==> config.mk <==
export PLATFORM = sky130hd
export DESIGN_NAME = addrdec2
export DESIGN_NICKNAME = d
export VERILOG_FILES = /design/src/rtl/addrdec2.sv
export SDC_FILE = /design/constraint.sdc
export NUM_CORES = 1
export LEC_CHECK = 0
export ABC_CLOCK_PERIOD_IN_PS = 2800
export BUFFER_PORTS_ARGS = -buffer_cell sky130_fd_sc_hd__buf_2
export CORE_ASPECT_RATIO = 1.25
export CORE_MARGIN = 3
export CORE_UTILIZATION = 40
export CTS_CLUSTER_DIAMETER = 30
export DETAILED_ROUTE_END_ITERATION = 7
export GPL_TIMING_DRIVEN = 0
export PLACE_DENSITY = 0.69
export SLEW_MARGIN = 20
export SYNTH_ARGS = -nofsm -noshare
export SYNTH_HDL_FRONTEND = slang
export SYNTH_SLANG_ARGS = --single-unit
==> constraint.sdc <==
create_clock -name clk -period 2.8 [get_ports clk]
set_clock_uncertainty 0.05 [all_clocks]
set_input_delay 0.56 -clock clk [delete_from_list [all_inputs] [get_ports clk]]
set_output_delay 0.56 -clock clk [all_outputs]
set_load 0.03 [all_outputs]
==> src/rtl/addrdec2.sv <==
// System address decoder for the low 64K map: memory, I/O and simif selects,
// per-region wait-state handshake and sticky unmapped-access error capture.
module addrdec2 #(
  parameter int MEM_ADDR_SIZE = 32,
  parameter int PAGE_BITS     = 4,
  parameter int MEM_PAGES     = 4,
  parameter int IO_FIRST_PAGE = 12,
  parameter int IO_CH         = 4,
  parameter int WAIT_BITS     = 4,
  parameter int MEM_WAIT      = 1,
  parameter int IO_WAIT       = 0
) (
  input  logic                     clk,
  input  logic                     reset,
  input  logic [MEM_ADDR_SIZE-1:0] addr,
  input  logic                     req,
  output logic                     cs_mem,
  output logic [IO_CH-1:0]         cs_io,
  output logic                     cs_simif,
  output logic                     ready,
  output logic                     bus_err,
  output logic                     err_flag,
  output logic [MEM_ADDR_SIZE-1:0] err_addr,
  output logic [7:0]               err_cnt,
  input  logic                     err_clr
);

  localparam logic [WAIT_BITS-1:0] MEM_W = WAIT_BITS'(MEM_WAIT);
  localparam logic [WAIT_BITS-1:0] IO_W  = WAIT_BITS'(IO_WAIT);

  typedef enum logic {ST_IDLE, ST_WAIT} state_t;

  state_t                   state_q, state_d;
  logic [WAIT_BITS-1:0]     wcnt_q, wcnt_d;
  logic                     err_flag_q, err_flag_d;
  logic [MEM_ADDR_SIZE-1:0] err_addr_q, err_addr_d;
  logic [7:0]               err_cnt_q, err_cnt_d;

  logic                     in64, simhit, unmapped;
  logic [PAGE_BITS-1:0]     page;
  logic [WAIT_BITS-1:0]     nwait;

  always_comb begin
    in64     = (addr[MEM_ADDR_SIZE-1:16] == '0);
    page     = addr[15:16-PAGE_BITS];
    simhit   = in64 & (addr[15:0] == 16'hffff);
    cs_simif = reset & req & simhit;
    cs_mem   = reset & req & in64 & (int'(page) < MEM_PAGES) & ~simhit;
    cs_io    = '0;
    for (int unsigned i = 0; i < IO_CH; i++)
      cs_io[i] = reset & req & in64 & (int'(page) == IO_FIRST_PAGE + int'(i)) & ~simhit;
    unmapped = reset & req & ~cs_mem & ~cs_simif & ~(|cs_io);
    nwait    = cs_mem ? MEM_W : ((|cs_io) ? IO_W : '0);
  end

  always_comb begin
    state_d = state_q;
    wcnt_d  = wcnt_q;
    ready   = 1'b0;
    if (reset) begin
      unique case (state_q)
        ST_IDLE: begin
          if (req) begin
            if (nwait == '0) begin
              ready = 1'b1;
            end else begin
              wcnt_d  = nwait - WAIT_BITS'(1);
              state_d = ST_WAIT;
            end
          end
        end
        ST_WAIT: begin
          if (!req) begin
            state_d = ST_IDLE;
          end else if (wcnt_q == '0) begin
            ready   = 1'b1;
            state_d = ST_IDLE;
          end else begin
            wcnt_d = wcnt_q - WAIT_BITS'(1);
          end
        end
        default: state_d = ST_IDLE;
      endcase
    end
  end

  assign bus_err = ready & unmapped & (state_q == ST_IDLE);

  // Clear is applied first so that a same-cycle error restarts the capture.
  always_comb begin
    err_flag_d = err_clr ? 1'b0 : err_flag_q;
    err_cnt_d  = err_clr ? '0   : err_cnt_q;
    err_addr_d = err_addr_q;
    if (bus_err) begin
      if (!err_flag_d) err_addr_d = addr;
      err_flag_d = 1'b1;
      if (err_cnt_d != 8'hff) err_cnt_d = err_cnt_d + 8'd1;
    end
  end

  always_ff @(posedge clk) begin
    if (!reset) begin
      state_q    <= ST_IDLE;
      wcnt_q     <= '0;
      err_flag_q <= 1'b0;
      err_addr_q <= '0;
      err_cnt_q  <= '0;
    end else begin
      state_q    <= state_d;
      wcnt_q     <= wcnt_d;
      err_flag_q <= err_flag_d;
      err_addr_q <= err_addr_d;
      err_cnt_q  <= err_cnt_d;
    end
  end

  assign err_flag = err_flag_q;
  assign err_addr = err_addr_q;
  assign err_cnt  = err_cnt_q;

endmodule

==> impl_results.rst, run 1 <==
.. list-table::
   :header-rows: 1

   * - Metric
     - Value
   * - Result of the run
     - finished, final reports clean
   * - Average wire per standard cell
     - 13.6 µm
   * - Starting DRC count in detailed routing
     - ~120
   * - Peak per-stage delay on the critical path
     - 0.33 ns
   * - Most frequent cell after synthesis
     - sky130_fd_sc_hd__nand2_1
   * - Critical path capture point type
     - output pin
   * - Count of different cell masters after synthesis
     - 41
   * - Overflow after GRT
     - 0
   * - Chip Width
     - between 60 and 70 µm
   * - Overall die area
     - 5940 µm²
   * - Worst min path class
     - flop to flop
   * - Slew headroom
     - 0.627
   * - CTS Sinks
     - 46
   * - Reg clk slew, reported paths
     - 0.09 ns
   * - Final ANT Viol Nets
     - 0
   * - Pwr per Cell Area
     - approximately 520 nW/µm²
   * - Flops & latches, synth
     - 46
   * - Max Transition Viols Final
     - 0
   * - Deepest level of the CTS H-tree
     - 2
   * - Count of buffers inserted at the top-level ports
     - 84
   * - Hold_ws
     - 0.406 ns
   * - Clock Power Share
     - 0.321
   * - Ratio of cells with drive above 1 in the final layout
     - 0.319
   * - Detailed-routing iteration count for the pre-antenna-repair pass
     - 4
   * - Stages on worst setup path
     - 7
   * - Hold buffer count at cts
     - 0
   * - Clock tree root driver cell
     - sky130_fd_sc_hd__clkbuf_8
   * - Number of vias after detailed routing
     - 2,148
   * - Switching part of the total power
     - 0.295
   * - Sequential share of power
     - 0.506
   * - Cell accounting for the most synthesized area
     - sky130_fd_sc_hd__dfxtp_1
   * - Number of antenna violations at the first check in global routing
     - 0
   * - Yosys warns
     - 0
   * - Wire length of the first global-routing pass
     - between 9000 and 10,000 µm
   * - Share of Yosys cell area claimed by the top area cell type
     - 0.456
   * - Die height
     - 85.4 µm
   * - Remaining DRCs
     - 0
   * - Cell count after synthesis
     - 257
   * - Initial Util
     - 0.421
   * - Maximum number of pins on one net before global-route repair
     - 15
   * - Floorplan Core Area
     - 4800 µm²
   * - Proportion of register bits with asynchronous set or reset after synthesis
     - 0
   * - RePlAce Congestion
     - 0.845
   * - Reported max-cap violation count
     - 0
   * - Setup violation total in the final timing report
     - 0
   * - Internal power
     - 989 µW
   * - Startpoint type of the worst setup path
     - primary input
   * - I/O pin cnt
     - between 80 and 90
   * - Post-detailed-routing wire length
     - 5600 µm
   * - Nets in the synthesized netlist
     - 295
   * - Ys flop type
     - sky130_fd_sc_hd__dfxtp_1
   * - HPWL Detailed
     - 4210 µm
   * - Critical path arrival
     - 2.04 ns
   * - Top area cells in the synthesized netlist
     - sky130_fd_sc_hd__dfxtp_1 (46%), sky130_fd_sc_hd__nand2_1 (15%), sky130_fd_sc_hd__o21ai_0 (8.4%)
   * - GRT Overall Usage
     - 0.191
   * - Synth Cell Area
     - a little over 2000 µm²
   * - Buffers & Inverters on Critical Path
     - 2
   * - Power share of the combinational group
     - 0.173
   * - Number of global-route vias before repair
     - 2,092
   * - Fin. Hold Viols
     - 0
   * - CP Class
     - primary input to output pin
   * - Vias per Instance
     - 5.23
   * - Peak ir drop on the vdd network
     - 0.268 mV
   * - Longest Clk Path Bufs
     - 2
   * - Required time of the critical path
     - ~2.2 ns
   * - Highest achievable clock rate
     - roughly 0.38 GHz
   * - Area growth from synthesis to final layout
     - 33.5%
   * - # nets final
     - 388
   * - CTS tree
     - built
   * - Number of synthesized flops with an enable pin
     - 0
   * - Placement Rows
     - 28
   * - Number of buffers added by the clock tree synthesis step
     - 5
   * - Worst Max-Slew Pin Slew
     - 0.555 ns
   * - Critical Path Slowest Stage Cell
     - sky130_fd_sc_hd__nor4_2
   * - Clock Latency Late Sink
     - 0.30 ns
   * - Peak fanout along the critical path
     - 4
   * - Leak pwr
     - 0.00121 µW
   * - Final period utilization
     - 0.945
   * - Syn avg cell area
     - roughly 7.9 µm²
   * - Instance count along the most critical hold path
     - 2
   * - CP delay by family, top
     - simple AND/OR/NAND/NOR gates
   * - Worst reg-to-reg path cell count
     - 7
   * - Switching component of the power
     - 414 µW
   * - Final min period
     - 2.65 ns
   * - Setup repair after global routing missed its margin
     - false
   * - Core utilization of the finished layout
     - 0.562
   * - Ant. Diodes
     - 0
   * - Crit-path cells
     - buf_2 > nor4_2 > nand3_2 > nor3_4 > nand3_1 > nor4_2 > buf_2
   * - Leading post-synthesis cells by instance count
     - sky130_fd_sc_hd__nand2_1 (82), sky130_fd_sc_hd__dfxtp_1 (46), sky130_fd_sc_hd__o21ai_0 (34), sky130_fd_sc_hd__nor4_1 (9)
   * - Sequential area share after synthesis
     - 0.456
worst reg2reg max path, delay by kind of cell (launching register included):
kind / cells / cell delay [ns]
adder cells (fa/ha/maj): 1 / 0.25
multiplexers: 1 / 0.19
AND/OR/NAND/NOR: 4 / 0.80
AO/OA/AOI/OAI: 1 / 0.16
flip-flops: 1 / 0.37
cell usage in the layout (no fill, tap or decap), types with 2 or more instances in the layout:
cell type,instances
sky130_fd_sc_hd__a21oi_1,5
sky130_fd_sc_hd__buf_2,88
sky130_fd_sc_hd__buf_4,2
sky130_fd_sc_hd__clkbuf_1,4
sky130_fd_sc_hd__clkbuf_2,2
sky130_fd_sc_hd__clkbuf_8,7
sky130_fd_sc_hd__dfxtp_1,46
sky130_fd_sc_hd__ha_1,2
sky130_fd_sc_hd__inv_1,6
sky130_fd_sc_hd__mux2i_1,3
sky130_fd_sc_hd__nand2_1,82
sky130_fd_sc_hd__nand2b_1,3
sky130_fd_sc_hd__nand3_1,4
sky130_fd_sc_hd__nand3_2,2
sky130_fd_sc_hd__nand4_1,5
sky130_fd_sc_hd__nand4b_1,2
sky130_fd_sc_hd__nor2_1,6
sky130_fd_sc_hd__nor2b_1,6
sky130_fd_sc_hd__nor3_1,3
sky130_fd_sc_hd__nor3b_1,2
sky130_fd_sc_hd__nor4_1,4
sky130_fd_sc_hd__nor4_2,4
sky130_fd_sc_hd__o21ai_0,34
sky130_fd_sc_hd__o21ai_1,2
sky130_fd_sc_hd__o311ai_0,2
sky130_fd_sc_hd__o31ai_1,2
sky130_fd_sc_hd__xnor2_1,2
through the flow:
stage	setup TNS, ns	setup slack, ns	cells	total power [µW]	instance area, µm²
6_report	0	0.153	411	1400	2700
5_1_grt	0	0.0192	411	1460	2700
4_1_cts	0	0.0796	409	1410	2640
3_5_place_dp	-0.266	-0.140	401	961	2520
3_3_place_gp	-0.254	-0.136	401	958	2520
2_1_floorplan	0	0.123	257	863	2030
kinds of logic after synthesis:
group                      synth area share
and+or+nand+nor                       0.304
AOI/OAI and AO/OA                     0.165
DFF                                   0.456
buffers and inverters                0.0335
muxes                                0.0204
xor gates and xnor gates            0.00868
adders and majority gates            0.0124
routing by layer:
| metal | up-vias | GRT usage | wire length, µm |
|---|---|---|---|
| li1 | 1078 | - | - |
| met1 | 987 | 0.222 | 2350 |
| met2 | 73 | 0.333 | 2720 |
| met3 | 10 | 0.0581 | 428 |
| met4 | 0 | 0.0657 | 103 |
| met5 | - | 0 | 0 |
power groups by stage:
stage                     clock, µW  combinational [µW]  sequential [µW]
final                           451                 242              709
after global routing            484                 264              714
after CTS                       463                 239              709
after detailed placement          0                 238              724
after global placement            0                 235              723
after floorplan                   0                67.8              795
area by class of cell:
class / instances / area [µm²]
tap: 60 / 75.1
timing repair buffer: 86 / 435
fill: 441 / 2100
multi-input combinational: 195 / 1090
clock buffer: 7 / 96.3
inverter: 6 / 22.5
clock inverter: 1 / 8.76
sequential: 46 / 921
buffer: 10 / 45.0
sequential cells by signal (all words and copies together) (netlist names):
register / cells
err_addr: 32
state_q: 1
wcnt_q: 4
err_flag: 1
err_cnt: 8
what timing repair did:
item,in CTS,in global routing
pin swaps,0,2
setup buffers,0,2
resized for setup,2,7
setup endpoints to repair,3,4
worst paths after layout:
| check | from | endpoint | slack [ns] |
|---|---|---|---|
| max | addr[23] | cs_simif | 0.15 |
| max reg2reg | err_cnt[0] | err_cnt[4] | 0.91 |
| min | err_addr[25] | err_addr[25] | 0.41 |
| min reg2reg | err_addr[25] | err_addr[25] | 0.41 |
(Power assumes the default switching activity.)
==> run 2, diff against run 1 <==
--- a/config.mk
+++ b/config.mk
@@ -9,11 +9,11 @@
 export BUFFER_PORTS_ARGS = -buffer_cell sky130_fd_sc_hd__buf_2
 export CORE_ASPECT_RATIO = 1.25
 export CORE_MARGIN = 3
-export CORE_UTILIZATION = 40
+export CORE_UTILIZATION = 51
 export CTS_CLUSTER_DIAMETER = 30
 export DETAILED_ROUTE_END_ITERATION = 7
 export GPL_TIMING_DRIVEN = 0
-export PLACE_DENSITY = 0.69
+export PLACE_DENSITY = 0.84
 export SLEW_MARGIN = 20
 export SYNTH_ARGS = -nofsm -noshare
 export SYNTH_HDL_FRONTEND = slang
==> run 2 against run 1 <==
  * Critical endpoint is now ready
  * Power fell by 2.8%
  * Flip-flop and latch count did not move
  * Sequential share of layout area rose by 0.66 points
  * Setup slack got worse by 0.025 ns
  * Via count rose by 0.47%
  * Global-route usage rose by 3.3 points
  * Count of clock-buffer cells in the layout did not move
  * Register-to-register slack barely moved
  * Largest power group unchanged
  * Non-clock buffer count fell by 1
==> impl_results.rst, run 2 (synthesis gave the netlist of run 1 again) <==
.. list-table::
   :header-rows: 1

   * - Metric
     - Value
   * - Number of antenna violations at the first check in global routing
     - 0 (unchanged)
   * - Number of global-route vias before repair
     - 1,921 (-8.2%)
   * - Ratio of cells with drive above 1 in the final layout
     - 0.306 (-0.0134)
   * - Post-detailed-routing wire length
     - 5290 µm (-5.5%)
   * - Critical path arrival
     - 2.06 ns (+0.02 ns)
   * - Area growth from synthesis to final layout
     - 31.0%
   * - Peak per-stage delay on the critical path
     - 0.49 ns (+0.16 ns)
   * - Fin. Hold Viols
     - 0 (unchanged)
   * - Overall die area
     - 4760 µm² (-20%)
   * - Final ANT Viol Nets
     - 0 (unchanged)
   * - Ant. Diodes
     - 0 (unchanged)
   * - Critical path capture point type
     - output pin
   * - Pwr per Cell Area
     - 515 nW/µm² (-0.92%)
   * - Reg clk slew, reported paths
     - 0.08 ns (about the same)
   * - Hold_ws
     - 0.399 ns (-0.00789 ns)
   * - Wire length of the first global-routing pass
     - 8760 µm (-5.7%)
   * - Maximum number of pins on one net before global-route repair
     - 14 (-1)
   * - Buffers & Inverters on Critical Path
     - 2 (unchanged)
   * - Starting DRC count in detailed routing
     - 87 (-24%)
   * - Most common cell after layout, fill and taps aside
     - sky130_fd_sc_hd__buf_2
   * - Placement Rows
     - 24 (-14%)
   * - Critical Path Slowest Stage Cell
     - sky130_fd_sc_hd__o41a_1
   * - Peak ir drop on the vdd network
     - 0.359 mV (+34%)
   * - Worst min path class
     - flop to flop
   * - Longest Clk Path Bufs
     - 2 (unchanged)
   * - Worst-case setup slack after placement
     - -0.156 ns (-0.0158 ns)
   * - Commonest cells after routing, fill and taps aside
     - sky130_fd_sc_hd__buf_2 (88), sky130_fd_sc_hd__nand2_1 (82), sky130_fd_sc_hd__dfxtp_1 (46)
   * - Required time of the critical path
     - 2.19 ns (about the same)
   * - Number of buffers added by the clock tree synthesis step
     - 5 (unchanged)
   * - Peak fanout along the critical path
     - 5 (+1)
   * - # nets final
     - 387 (-0.26%)
   * - Final period utilization
     - 0.954 (+0.00896)
   * - Overflow after GRT
     - 0 (unchanged)
   * - Vias per Instance
     - 5.37 (+2.7%)
   * - Worst Max-Slew Pin Slew
     - 0.560 ns (+0.00490 ns)
   * - Detailed-routing iteration count for the pre-antenna-repair pass
     - 4 (unchanged)
   * - Leak pwr
     - 0.00120 µW (-1.0%)
   * - RePlAce Congestion
     - 0.823 (-2.7%)
   * - CTS tree
     - built
   * - Max FFs per register
     - 32 (unchanged)
   * - Setup violation total in the final timing report
     - 0 (unchanged)
   * - Cell count after placement
     - 393 (-2.0%)
   * - Reported max-cap violation count
     - 0 (unchanged)
   * - Die height
     - 76.4 µm (-11%)
   * - GRT Overall Usage
     - 0.224 (+0.0329)
   * - CTS Sinks
     - 46 (unchanged)
   * - Dominant cell type by count on the critical path
     - sky130_fd_sc_hd__buf_2
   * - CP Class
     - primary input to output pin
   * - Core utilization of the finished layout
     - 0.728 (+0.166)
   * - Crit-path cells
     - buf_2 > nor4_4 > nand3_2 > o41a_1 > a21oi_2 > nor2_1 > buf_2
   * - Clock Latency Late Sink
     - 0.30 ns (about the same)
   * - Number of vias after detailed routing
     - 2,158 (+0.47%)
   * - Result of the run
     - finished, final reports clean
   * - Stages on worst setup path
     - 7 (unchanged)
   * - Deepest level of the CTS H-tree
     - 2 (unchanged)
   * - Placed instance area
     - 2510 µm² (-0.40%)
   * - Highest achievable clock rate
     - 0.374 GHz (-0.94%)
   * - Remaining DRCs
     - 0 (unchanged)
   * - Max Transition Viols Final
     - 0 (unchanged)
   * - Count of buffers inserted at the top-level ports
     - 84 (unchanged)
   * - Startpoint type of the worst setup path
     - primary input
   * - Floorplan Core Area
     - 3630 µm² (-24%)
   * - Average wire per standard cell
     - 13.2 µm (-3.4%)
   * - Hold buffer count at cts
     - 0 (unchanged)
   * - Slew headroom
     - 0.626 (-0.00142)
   * - HPWL Detailed
     - 4070 µm (-3.4%)
   * - Worst setup margin
     - 0.128 ns (-0.0251 ns)
   * - Final min period
     - 2.67 ns (+0.0251 ns)
   * - Instance count along the most critical hold path
     - 2 (unchanged)
   * - Final Instance Count excl. Fillers
     - 402 (-2.2%)
   * - CP delay by family, top
     - compound AO/OA/AOI/OAI gates
   * - Area of all placed cells without fillers
     - 2650 µm² (-1.9%)
   * - Worst reg-to-reg path cell count
     - 5 (-2)
   * - Initial Util
     - 0.556 (+0.135)
   * - I/O pin cnt
     - 85 (unchanged)
   * - Clock tree root driver cell
     - sky130_fd_sc_hd__clkbuf_8
   * - Chip Width
     - 62.3 µm (-10%)
run 2: routing by layer:
metal	vias up	global-route usage	wire length, µm
met1	992	0.269	2200
met3	13	0.0575	414
met4	0	0.106	134
met2	84	0.374	2540
met5	-	0	0
li1	1069	-	-
run 2: repair_timing:
| action | 4_1_cts | 5_1_grt |
|---|---|---|
| endpoints found under the hold margin | 0 | 0 |
| buffers inserted | 0 | 1 |
| gates resized for setup | 2 | 4 |
| setup endpoints to repair | 4 | 2 |
| pin swaps | 0 | 2 |
run 2: where the power goes:
group	total [µW]	leakage [µW]	switching [µW]	internal, µW
Clock	416	0.0000482	217	199
Sequential	709	0.000378	18.6	691
Combinational	237	0.000771	166	71.1
run 2: through the flow:
stage | setup TNS (ns) | total power [µW]
2_1_floorplan | 0 | 863
3_3_place_gp | -0.251 | 954
3_5_place_dp | -0.260 | 959
4_1_cts | 0 | 1370
5_1_grt | -0.0146 | 1420
6_report | 0 | 1360
run 2: worst register-to-register path: cells and delay by family, from the launching register on:
family,cells,cell delay (ns)
compound gates,2,0.72
fa+ha+maj,1,0.25
flops,1,0.39
simple gates,2,0.37
run 2: layout make-up:
type                    count  area (µm²)
clock inverters             1        5.00
well taps                  52        65.1
clock buffers               7        86.3
repair buffers             85         428
fillers                   304         988
plain buffers              10        45.0
inverters                   6        22.5
multi-input cells         195        1070
flip-flops and latches     46         921
run 2: final timing paths:
kind         slack, ns    startpoint           end
max               0.13      addr[26]         ready
min reg2reg       0.40  err_addr[24]  err_addr[24]
max reg2reg       0.92    err_cnt[0]    err_cnt[6]
min               0.40  err_addr[24]  err_addr[24]
